===== src/rtl/matmul_mem_arbiter_if.sv =====
// Request/grant and RAM-side signal bundle for matmul_mem_arbiter.
// master: requesters + RAM (drive requests and read data)
// slave:  the arbiter (drives grants, responses and the RAM command)
interface matmul_mem_arbiter_if #(
    parameter int NUM_REQ = 3,
    parameter int ADDR_W  = 32,
    parameter int DATA_W  = 64
);
    logic [NUM_REQ-1:0]        req;
    logic [NUM_REQ*ADDR_W-1:0] req_addr;
    logic [NUM_REQ-1:0]        req_wr_en;
    logic [NUM_REQ*DATA_W-1:0] req_wr_data;
    logic [NUM_REQ-1:0]        gnt;
    logic [NUM_REQ-1:0]        rd_valid;
    logic [DATA_W-1:0]         rd_data;
    logic                      busy;
    logic [ADDR_W-1:0]         mem_addr;
    logic                      mem_wr_en;
    logic [DATA_W-1:0]         mem_wr_data;
    logic [DATA_W-1:0]         mem_rd_data;

    modport master (
        output req, req_addr, req_wr_en, req_wr_data, mem_rd_data,
        input  gnt, rd_valid, rd_data, busy, mem_addr, mem_wr_en, mem_wr_data
    );

    modport slave (
        input  req, req_addr, req_wr_en, req_wr_data, mem_rd_data,
        output gnt, rd_valid, rd_data, busy, mem_addr, mem_wr_en, mem_wr_data
    );
endinterface


===== src/rtl/matmul_mem_arbiter.sv =====
// Single-port matrix RAM arbiter shared by NUM_REQ requesters
// (0: STW/BIST, 1: matmul sequencer reads, 2: output writeback).
// One access per clock; read responses are routed back to their issuer
// through a tag pipeline matched to MEM_ACCESS_LATENCY.
// Optional macro MEM_ARB_FIXED_PRIO0_EN: requester 0 gets strict priority
// over the round-robin among the others.
module matmul_mem_arbiter #(
    parameter int NUM_REQ            = 3,
    parameter int ADDR_W             = 32,
    parameter int DATA_W             = 64,
    parameter int MEM_ACCESS_LATENCY = 2
) (
    input logic                 clk,
    input logic                 rst,
    matmul_mem_arbiter_if.slave bus
);

    localparam int ID_W = $clog2(NUM_REQ);
    localparam int NSTG = MEM_ACCESS_LATENCY + 1;

    logic [NUM_REQ-1:0] r_gnt;
    logic [NUM_REQ-1:0] r_rd_valid;
    logic [DATA_W-1:0]  r_rd_data;
    logic [ADDR_W-1:0]  r_mem_addr;
    logic               r_mem_wr_en;
    logic [DATA_W-1:0]  r_mem_wr_data;
    logic [ID_W-1:0]    r_rr_ptr;
    logic [NSTG-1:0]    r_tag_vld;
    logic [ID_W-1:0]    r_tag_id [NSTG];

    logic [NUM_REQ-1:0] w_eligible;
    logic               w_found;
    logic [ID_W-1:0]    w_k;
    logic               w_upd_rr;
    logic [ID_W-1:0]    w_rr_nxt;
    logic               w_issue_rd;

    // Pick the winner: first eligible requester at or after rr_ptr (wrapping).
    always_comb begin
        logic [ID_W-1:0] v_idx;
        v_idx      = '0;
        w_eligible = bus.req & ~r_gnt;
        w_found    = 1'b0;
        w_k        = '0;
        for (int unsigned i = 0; i < NUM_REQ; i++) begin
            v_idx = ID_W'((32'(r_rr_ptr) + i) % NUM_REQ);
            if (!w_found && w_eligible[v_idx]) begin
                w_found = 1'b1;
                w_k     = v_idx;
            end
        end
        w_upd_rr = w_found;
`ifdef MEM_ARB_FIXED_PRIO0_EN
        // Requester 0 overrides the rotation and leaves rr_ptr untouched.
        if (w_eligible[0]) begin
            w_found  = 1'b1;
            w_k      = '0;
            w_upd_rr = 1'b0;
        end
`endif
        w_rr_nxt   = ID_W'((32'(w_k) + 32'd1) % NUM_REQ);
        w_issue_rd = w_found & ~bus.req_wr_en[w_k];
    end

    // Register the grant pulse and the RAM command for the winner.
    always_ff @(posedge clk) begin
        if (rst) begin
            r_gnt         <= '0;
            r_mem_addr    <= '0;
            r_mem_wr_en   <= 1'b0;
            r_mem_wr_data <= '0;
            r_rr_ptr      <= '0;
        end else begin
            r_gnt       <= '0;
            r_mem_wr_en <= 1'b0;
            if (w_found) begin
                r_gnt[w_k]    <= 1'b1;
                r_mem_addr    <= bus.req_addr[32'(w_k)*ADDR_W +: ADDR_W];
                r_mem_wr_en   <= bus.req_wr_en[w_k];
                r_mem_wr_data <= bus.req_wr_data[32'(w_k)*DATA_W +: DATA_W];
                if (w_upd_rr) begin
                    r_rr_ptr <= w_rr_nxt;
                end
            end
        end
    end

    // Tag pipeline: stage j describes the access presented j cycles ago,
    // so the last stage lines up with the cycle mem_rd_data is valid.
    always_ff @(posedge clk) begin
        if (rst) begin
            r_tag_vld <= '0;
            for (int unsigned j = 0; j < NSTG; j++) begin
                r_tag_id[j] <= '0;
            end
        end else begin
            r_tag_vld   <= {r_tag_vld[NSTG-2:0], w_issue_rd};
            r_tag_id[0] <= w_k;
            for (int unsigned j = 1; j < NSTG; j++) begin
                r_tag_id[j] <= r_tag_id[j-1];
            end
        end
    end

    // Capture read data and pulse rd_valid for the issuing requester.
    always_ff @(posedge clk) begin
        if (rst) begin
            r_rd_valid <= '0;
            r_rd_data  <= '0;
        end else begin
            r_rd_valid <= '0;
            if (r_tag_vld[NSTG-1]) begin
                r_rd_valid[r_tag_id[NSTG-1]] <= 1'b1;
                r_rd_data                    <= bus.mem_rd_data;
            end
        end
    end

    assign bus.gnt         = r_gnt;
    assign bus.rd_valid    = r_rd_valid;
    assign bus.rd_data     = r_rd_data;
    assign bus.busy        = |r_tag_vld;
    assign bus.mem_addr    = r_mem_addr;
    assign bus.mem_wr_en   = r_mem_wr_en;
    assign bus.mem_wr_data = r_mem_wr_data;

endmodule

===== src/flat_wrapper.sv =====
// flat-port wrapper written by rule: the top's interface ports become plain ports
module matmul_mem_arbiter_flat 
#(
    parameter int NUM_REQ            = 3,
    parameter int ADDR_W             = 32,
    parameter int DATA_W             = 64,
    parameter int MEM_ACCESS_LATENCY = 2
)
  (clk, rst, bus_req, bus_req_addr, bus_req_wr_en, bus_req_wr_data, bus_mem_rd_data, bus_gnt, bus_rd_valid, bus_rd_data, bus_busy, bus_mem_addr, bus_mem_wr_en, bus_mem_wr_data);
  matmul_mem_arbiter_if #(.NUM_REQ(NUM_REQ), .ADDR_W(ADDR_W), .DATA_W(DATA_W)) bus_i ();
  input logic clk;
  input logic rst;
  input wire logic [$bits(bus_i.req)-1:0] bus_req;
  input wire logic [$bits(bus_i.req_addr)-1:0] bus_req_addr;
  input wire logic [$bits(bus_i.req_wr_en)-1:0] bus_req_wr_en;
  input wire logic [$bits(bus_i.req_wr_data)-1:0] bus_req_wr_data;
  input wire logic [$bits(bus_i.mem_rd_data)-1:0] bus_mem_rd_data;
  output wire logic [$bits(bus_i.gnt)-1:0] bus_gnt;
  output wire logic [$bits(bus_i.rd_valid)-1:0] bus_rd_valid;
  output wire logic [$bits(bus_i.rd_data)-1:0] bus_rd_data;
  output wire logic [$bits(bus_i.busy)-1:0] bus_busy;
  output wire logic [$bits(bus_i.mem_addr)-1:0] bus_mem_addr;
  output wire logic [$bits(bus_i.mem_wr_en)-1:0] bus_mem_wr_en;
  output wire logic [$bits(bus_i.mem_wr_data)-1:0] bus_mem_wr_data;
  assign bus_i.req = bus_req;
  assign bus_i.req_addr = bus_req_addr;
  assign bus_i.req_wr_en = bus_req_wr_en;
  assign bus_i.req_wr_data = bus_req_wr_data;
  assign bus_i.mem_rd_data = bus_mem_rd_data;
  assign bus_gnt = bus_i.gnt;
  assign bus_rd_valid = bus_i.rd_valid;
  assign bus_rd_data = bus_i.rd_data;
  assign bus_busy = bus_i.busy;
  assign bus_mem_addr = bus_i.mem_addr;
  assign bus_mem_wr_en = bus_i.mem_wr_en;
  assign bus_mem_wr_data = bus_i.mem_wr_data;
  matmul_mem_arbiter #(.NUM_REQ(NUM_REQ), .ADDR_W(ADDR_W), .DATA_W(DATA_W), .MEM_ACCESS_LATENCY(MEM_ACCESS_LATENCY)) u_core (.clk(clk), .rst(rst), .bus(bus_i));
endmodule

===== config.mk =====
export PLATFORM = sky130hd
export DESIGN_NAME = matmul_mem_arbiter_flat
export DESIGN_NICKNAME = d
export VERILOG_FILES = /design/src/rtl/matmul_mem_arbiter_if.sv /design/src/rtl/matmul_mem_arbiter.sv /design/src/flat_wrapper.sv
export SDC_FILE = /design/constraint.sdc
export NUM_CORES = 1
export LEC_CHECK = 0
export ABC_AREA = 0
export ABC_CLOCK_PERIOD_IN_PS = 4000
export CAP_MARGIN = 40
export CORE_AREA = 2 2 206 208
export CTS_CLUSTER_SIZE = 24
export DETAILED_ROUTE_END_ITERATION = 12
export DIE_AREA = 0 0 208 210
export GPL_TIMING_DRIVEN = 0
export SLEW_MARGIN = 20
export SYNTH_ARGS = -nofsm -noshare
export SYNTH_HDL_FRONTEND = slang
export SYNTH_SLANG_ARGS = --single-unit

===== constraint.sdc =====
create_clock -name clk -period 4 [get_ports clk]
set_input_delay 1.2 -clock clk [delete_from_list [all_inputs] [get_ports clk]]
set_output_delay 1.2 -clock clk [all_outputs]
set_load 0.1 [all_outputs]

After elaboration in Yosys (flattened, before gate mapping)
Memories as Yosys holds them, arrays and structs flattened.
Index checks and enable logic that the tools add are counted.
Widths: inputs -> output; s select.
- register bits: 172
- latch bits: 0
- RAM bits: 6
- memory bits (read-only): 0
- bits of input ports: 360
- output and inout port bits: 168
- word-level logic and storage cells: 67
- memories kept: 1
- memory list (memory ; depth ; bits a word ; rd ports ; clocked after memory_dff ; wr ports ; RTL line ; text):
    u_core.r_tag_id ; 3 ; 2 ; 3 ; 0 ; 3 ; matmul_mem_arbiter.sv:29 ; logic [ID_W-1:0] r_tag_id [NSTG];
- add/sub/neg operators: 3
- multiply operators: 0
- div/mod/pow operators: 4
- order comparisons: 7
- eq/ne operators: 0
- shifts and indexed selects: 2
- mux-type cells: 24
- bitwise logic cells: 9
- reduce and logical (&&, ||, !) cells: 9
- operator list (kind ; number):
    $shiftx 192x9->64 ; 1
    $mod 32x2->32 const B ; 3
    $shiftx 96x8->32 ; 1
    $mod 2x2->32 const B ; 1
    $lt 2x3->1 const B ; 5
    $mux 1 ; 12
    $mux 2 ; 6
    $bmux 1 s2 ; 4
    $add 2x1->3 const B ; 2
    $demux 1 s2 ; 2
    $ge 2x1->1 const B ; 2
    $logic_and 1x1->1 ; 4
    $reduce_or 2->1 ; 2
    $add 2x2->3 const B ; 1
    $and 3x3->3 ; 1
    $not 1->1 ; 3
    $not 3->3 ; 1
    $or 1x1->1 ; 3
    $reduce_or 3->1 ; 1
    $logic_not 1->1 ; 2
    $and 1x1->1 ; 1

Longest topological paths before layout
- depth in word-level cells: 15
- gate-level depth with buffers: 12
- gate-level depth less buffers: 10

Worst setup path after synthesis
No wires, ideal clock.
- path type: in2reg
- start point: input port bus_req[0]
- end point: register u_core.r_rr_ptr[0]
- data arrival time: 2.721 ns
- slack: 1.194 ns
- stages: 8
- buffers on the path: 1
- cell sequence: nor2b_1 > nor3b_1 > o31ai_4 > clkbuf_1 > o21a_1 > ha_1 > nor2b_1 > a211oi_1
- longest elaborated chain between the ends: 12
- elaborated cells on any way between the ends: 19
- RTL lines (what ; RTL line ; text):
    from (decl) ; flat_wrapper.sv:13 ; input wire logic [$bits(bus_i.req)-1:0] bus_req;
    $and 3x3->3 (*) ; matmul_mem_arbiter.sv:42 ; w_eligible = bus.req & ~r_gnt;
    $bmux 1 s2 ; matmul_mem_arbiter.sv:47 ; if (!w_found && w_eligible[v_idx]) begin
    $mux 1 (not written as such) ; matmul_mem_arbiter.sv:47 ;
    $mux 1 ; matmul_mem_arbiter.sv:47 ;
    $logic_not 1->1 ; matmul_mem_arbiter.sv:47 ;
    $logic_and 1x1->1 ; matmul_mem_arbiter.sv:47 ;
    $mux 1 ; matmul_mem_arbiter.sv:47 ;
    $logic_not 1->1 ; matmul_mem_arbiter.sv:47 ;
    $logic_and 1x1->1 ; matmul_mem_arbiter.sv:47 ;
    $mux 2 ; matmul_mem_arbiter.sv:47 ;
    $add 2x1->3 ; matmul_mem_arbiter.sv:61 ; w_rr_nxt = ID_W'((32'(w_k) + 32'd1) % NUM_REQ);
    $mod 32x2->32 ; matmul_mem_arbiter.sv:61 ;
    to (signal assigned) ; matmul_mem_arbiter.sv:82 ; r_rr_ptr <= w_rr_nxt;
    to (decl) ; matmul_mem_arbiter.sv:27 ; logic [ID_W-1:0] r_rr_ptr;
Mark *: on every way between the ends. The rest lies on a longest branch, timed or not. The select of a mux whose other input is x is not followed.
A chain may end at the register's enable or synchronous reset.

Worst setup path after layout
- start point: input port bus_req[2]
- end point: register u_core.r_mem_addr[8], in the netlist u_core.bus.mem_addr[8]
- longest elaborated chain between the ends: 11
- elaborated cells on any way between the ends: 18
- RTL lines (what ; RTL line ; text):
    $and 3x3->3 (*) ; matmul_mem_arbiter.sv:42 ;
    $bmux 1 s2 ; matmul_mem_arbiter.sv:47 ;
    $mux 1 (not written as such) ; matmul_mem_arbiter.sv:47 ;
    $mux 1 ; matmul_mem_arbiter.sv:47 ;
    $logic_not 1->1 ; matmul_mem_arbiter.sv:47 ;
    $logic_and 1x1->1 ; matmul_mem_arbiter.sv:47 ;
    $mux 1 ; matmul_mem_arbiter.sv:47 ;
    $logic_not 1->1 ; matmul_mem_arbiter.sv:47 ;
    $logic_and 1x1->1 ; matmul_mem_arbiter.sv:47 ;
    $mux 2 ; matmul_mem_arbiter.sv:47 ;
    $shiftx 96x8->32 ; matmul_mem_arbiter.sv:78 ; r_mem_addr <= bus.req_addr[32'(w_k)*ADDR_W +: ADDR_W];
    to (signal assigned) ; matmul_mem_arbiter.sv:78 ;
    to (decl) ; matmul_mem_arbiter.sv:24 ; logic [ADDR_W-1:0] r_mem_addr;
Marked as above.

==> impl_metrics.json <==
{
  "avgSynthCellArea_um2": 9.15,
  "crit_path_max_fanout": 10,
  "grt_pass1_wl_um": 70300,
  "reg2reg_depth": 9,
  "powerDensity_nw_per_um2": 790,
  "io_pins": 528,
  "yosys.area.top_type": "dfxtp_1",
  "switching_share_pct": 52.3,
  "power_frac_clock_pct": 10.9,
  "worst_clock_skew_ps": 10.5,
  "final_max_slew_viol_count": 0,
  "antenna_found_initial": 4,
  "initial_core_util_pct": 21.2,
  "rsz0062_at_grt": "no",
  "ys_types": 41,
  "cp_num_cells": 8,
  "core_um2": 41500,
  "final_area_um2": 19200,
  "p_seq_share_pct": 16.5,
  "min_path_cells": 1,
  "synth_edf_count": 0,
  "gp_congestion": 0.881,
  "synth.most_common_cell": "dfxtp_1",
  "setup_violations": 0,
  "portBuffers": 526,
  "leakagePower_uw": 0.00725,
  "period_share_pct": 92.6,
  "slew_headroom_pct": 47.3,
  "yosysTopAreaCellShare_pct": 40.4,
  "dieArea_um2": 43700,
  "dpl.hpwl_um": 38400,
  "grt_max_degree": 18,
  "synth_seq_cells": 178,
  "gr-total-overflow": 0,
  "hp-class": "reg -> reg",
  "vias": 10700,
  "cts_root_buf": "clkbuf_16",
  "critical_path_class": "in -> reg",
  "yosysWarnings": 0,
  "ys_seq_area_share_pct": 40.4,
  "tightest_slew_ps": 790,
  "dieWidth_um": 208,
  "cts_tree": "yes",
  "multiInputGateArea_um2": 4750,
  "power.total_uw": 15200,
  "fill_cells": 3746,
  "antenna_left": 0,
  "clock-sinks": 178,
  "grt_pass1_vias": 11400,
  "comb_power_share_pct": 72.6,
  "drt-initial-drc-count": 655,
  "wl_per_cell_um": 21.5,
  "synthesis.nets": 1327,
  "synth_cells": 963,
  "synth_commonest_cells": "dfxtp_1 (178), nor2_1 (167), a211oi_1 (97), and3_1 (97), nand3b_1 (96)",
  "yosys-top-cells-area": "dfxtp_1 (40%), a211oi_1 (8.3%), nand3b_1 (8.2%)",
  "critPathTopFamily": "compound AO/OA/AOI/OAI gates",
  "power_switching_uw": 7940,
  "grt_usage_pct": 21.4,
  "h-tree-depth": 4,
  "cpMaxStageDelayCell": "a211oi_1",
  "register_area_um2": 3560,
  "rows": 75,
  "post_drt_via_cell_ratio": 4.76,
  "timing.fmax_ghz": 0.270,
  "synth_area_um2": 8810,
  "dr.pass1.iters": 7,
  "cts.clk_slew.worst_paths_ps": 80,
  "cp.arrival_ps": 4030,
  "finalHoldViolCount": 0,
  "dpl_cell_area_um2": 18600,
  "area_growth_pct": 118,
  "period_minus_slack_ps": 3700,
  "async_reset_ff_share_pct": 0,
  "cts_buffer_depth": 2,
  "drcViolationCount": 0,
  "crit_path_end_kind": "register",
  "path_cells": "clkdlybuf4s50_1, and2b_1, and3b_1, o2111ai_4, nand2_2, buf_2, a211oi_1, o41ai_1",
  "power.internal_uw": 7240,
  "crit_required_ps": 4320,
  "max-vdd-ir-drop_mv": 0.532,
  "drive_gt1_share_pct": 16.2,
  "status": "finished, final reports clean",
  "slowest_delay_ps": 580,
  "numCtsBuffers": 17,
  "drt-total-wl_um": 48200,
  "critical_path_buf_inv_count": 2,
  "drv_cap": 0,
  "finalNetCount": 2046,
  "fp.dieH_um": 210,
  "clk_latency_ps": 450,
  "start_kind": "input port",
  "synth_ff_type": "dfxtp_1"
}
==> worst reg2reg max path, stage by stage (launching register included) <==
cell,delay (ps)
dfxtp_1,340
inv_1,80
ha_1,300
buf_6,150
and3b_1,260
o2111ai_4,490
nand2_2,410
buf_2,330
a211oi_1,580
o41ai_1,140
==> metal layers <==
layer	vias to the layer above	routed length [um]	track usage (%)	share of wire, %
li1	5035	-	-	-
met1	5049	19300	24.3	40
met2	474	23900	37.6	50
met3	92	2850	4.93	5.9
met4	2	2120	10.8	4.4
met5	-	13	0	0.027
==> cell usage in the layout, fill, tap and decap left out, drive strengths merged, types with 2 or more instances in the layout <==
cell and instances:
clkbuf 78, a21oi 2, and2b 2, dfxtp 178
nor2b 10, or3 2, mux2i 66, and3 97
diode 3, nor3b 3, a22oi 2, nor3 4
clkinvlp 4, o2111ai 2, a211oi 97, clkinv 5
buf 223, clkdlybuf4s50 526, inv 10, o41ai 96
nor2 168, nand2 7, nand2b 2, nand3b 96
ha 4
==> kinds of logic (layout without fill, tap and decap cells) <==
group,after synthesis,count (layout),share of synthesized area [%]
AND/OR/NAND/NOR,395,395,24.8
adder cells (fa/ha/maj),4,4,0.568
multiplexers,66,66,7.50
flip-flops,178,178,40.4
other,0,3,0
AO/OA/AOI/OAI,206,206,21.0
buffers and inverters,114,846,5.68
==> registers in the layout, summed over array words and instances, names as in the netlist <==
signal,cells
u_core.bus.rd_data,64
u_core.r_rr_ptr,2
u_core.r_tag_id,6
u_core.bus.gnt,3
u_core.bus.rd_valid,3
u_core.r_tag_vld,3
u_core.bus.mem_wr_data,64
u_core.bus.mem_wr_en,1
u_core.bus.mem_addr,32
==> what timing repair did <==
action / CTS / global route
resized for setup: 0 / 0
hold buffers: 0 / 0
setup endpoints to repair: 0 / 1
buffers inserted: 0 / 2
==> stage by stage <==
stage	worst slack (ps)	util, %	instances	hold slack [ps]	TNS [ps]
after detailed placement	-372	44.9	2200	423	-12550
after global routing	186	46.3	2237	455	0
after floorplan	1190	-	963	412	0
after CTS	108	46.2	2232	436	0
after global placement	-383	35.6	2028	422	-9730
final	296	46.3	2237	440	0
==> power groups by stage <==
stage	Sequential, uW	Clock [uW]	Combinational [uW]
after floorplan	5240	0	3380
after global placement	2530	0	8870
after detailed placement	2540	0	11000
after CTS	2510	1690	11000
after global routing	2550	1780	11500
final	2510	1650	11000
==> path summary, 6_finish.rpt <==
check | startpoint | endpoint | slack, ps
worst max-delay path | bus_req[2] | u_core.bus.mem_addr[8] | 300
worst min-delay path | u_core.r_tag_id[0][1] | u_core.r_tag_id[0][3] | 440
worst max register to register | u_core.r_rr_ptr[0] | u_core.bus.mem_addr[8] | 790
worst min register to register | u_core.r_tag_id[0][1] | u_core.r_tag_id[0][3] | 440
==> final cells by class <==
cell class | instances | area share [%]
inverter | 4 | 0.0781
tap | 539 | 3.51
sequential | 178 | 18.5
clock buffer | 17 | 2.21
antenna | 3 | 0.0391
buffer | 110 | 2.53
clock inverter | 15 | 0.658
timing repair buffer | 700 | 47.7
multi-input combinational | 671 | 24.7
No activity file was read; power rests on OpenSTA's default activity.
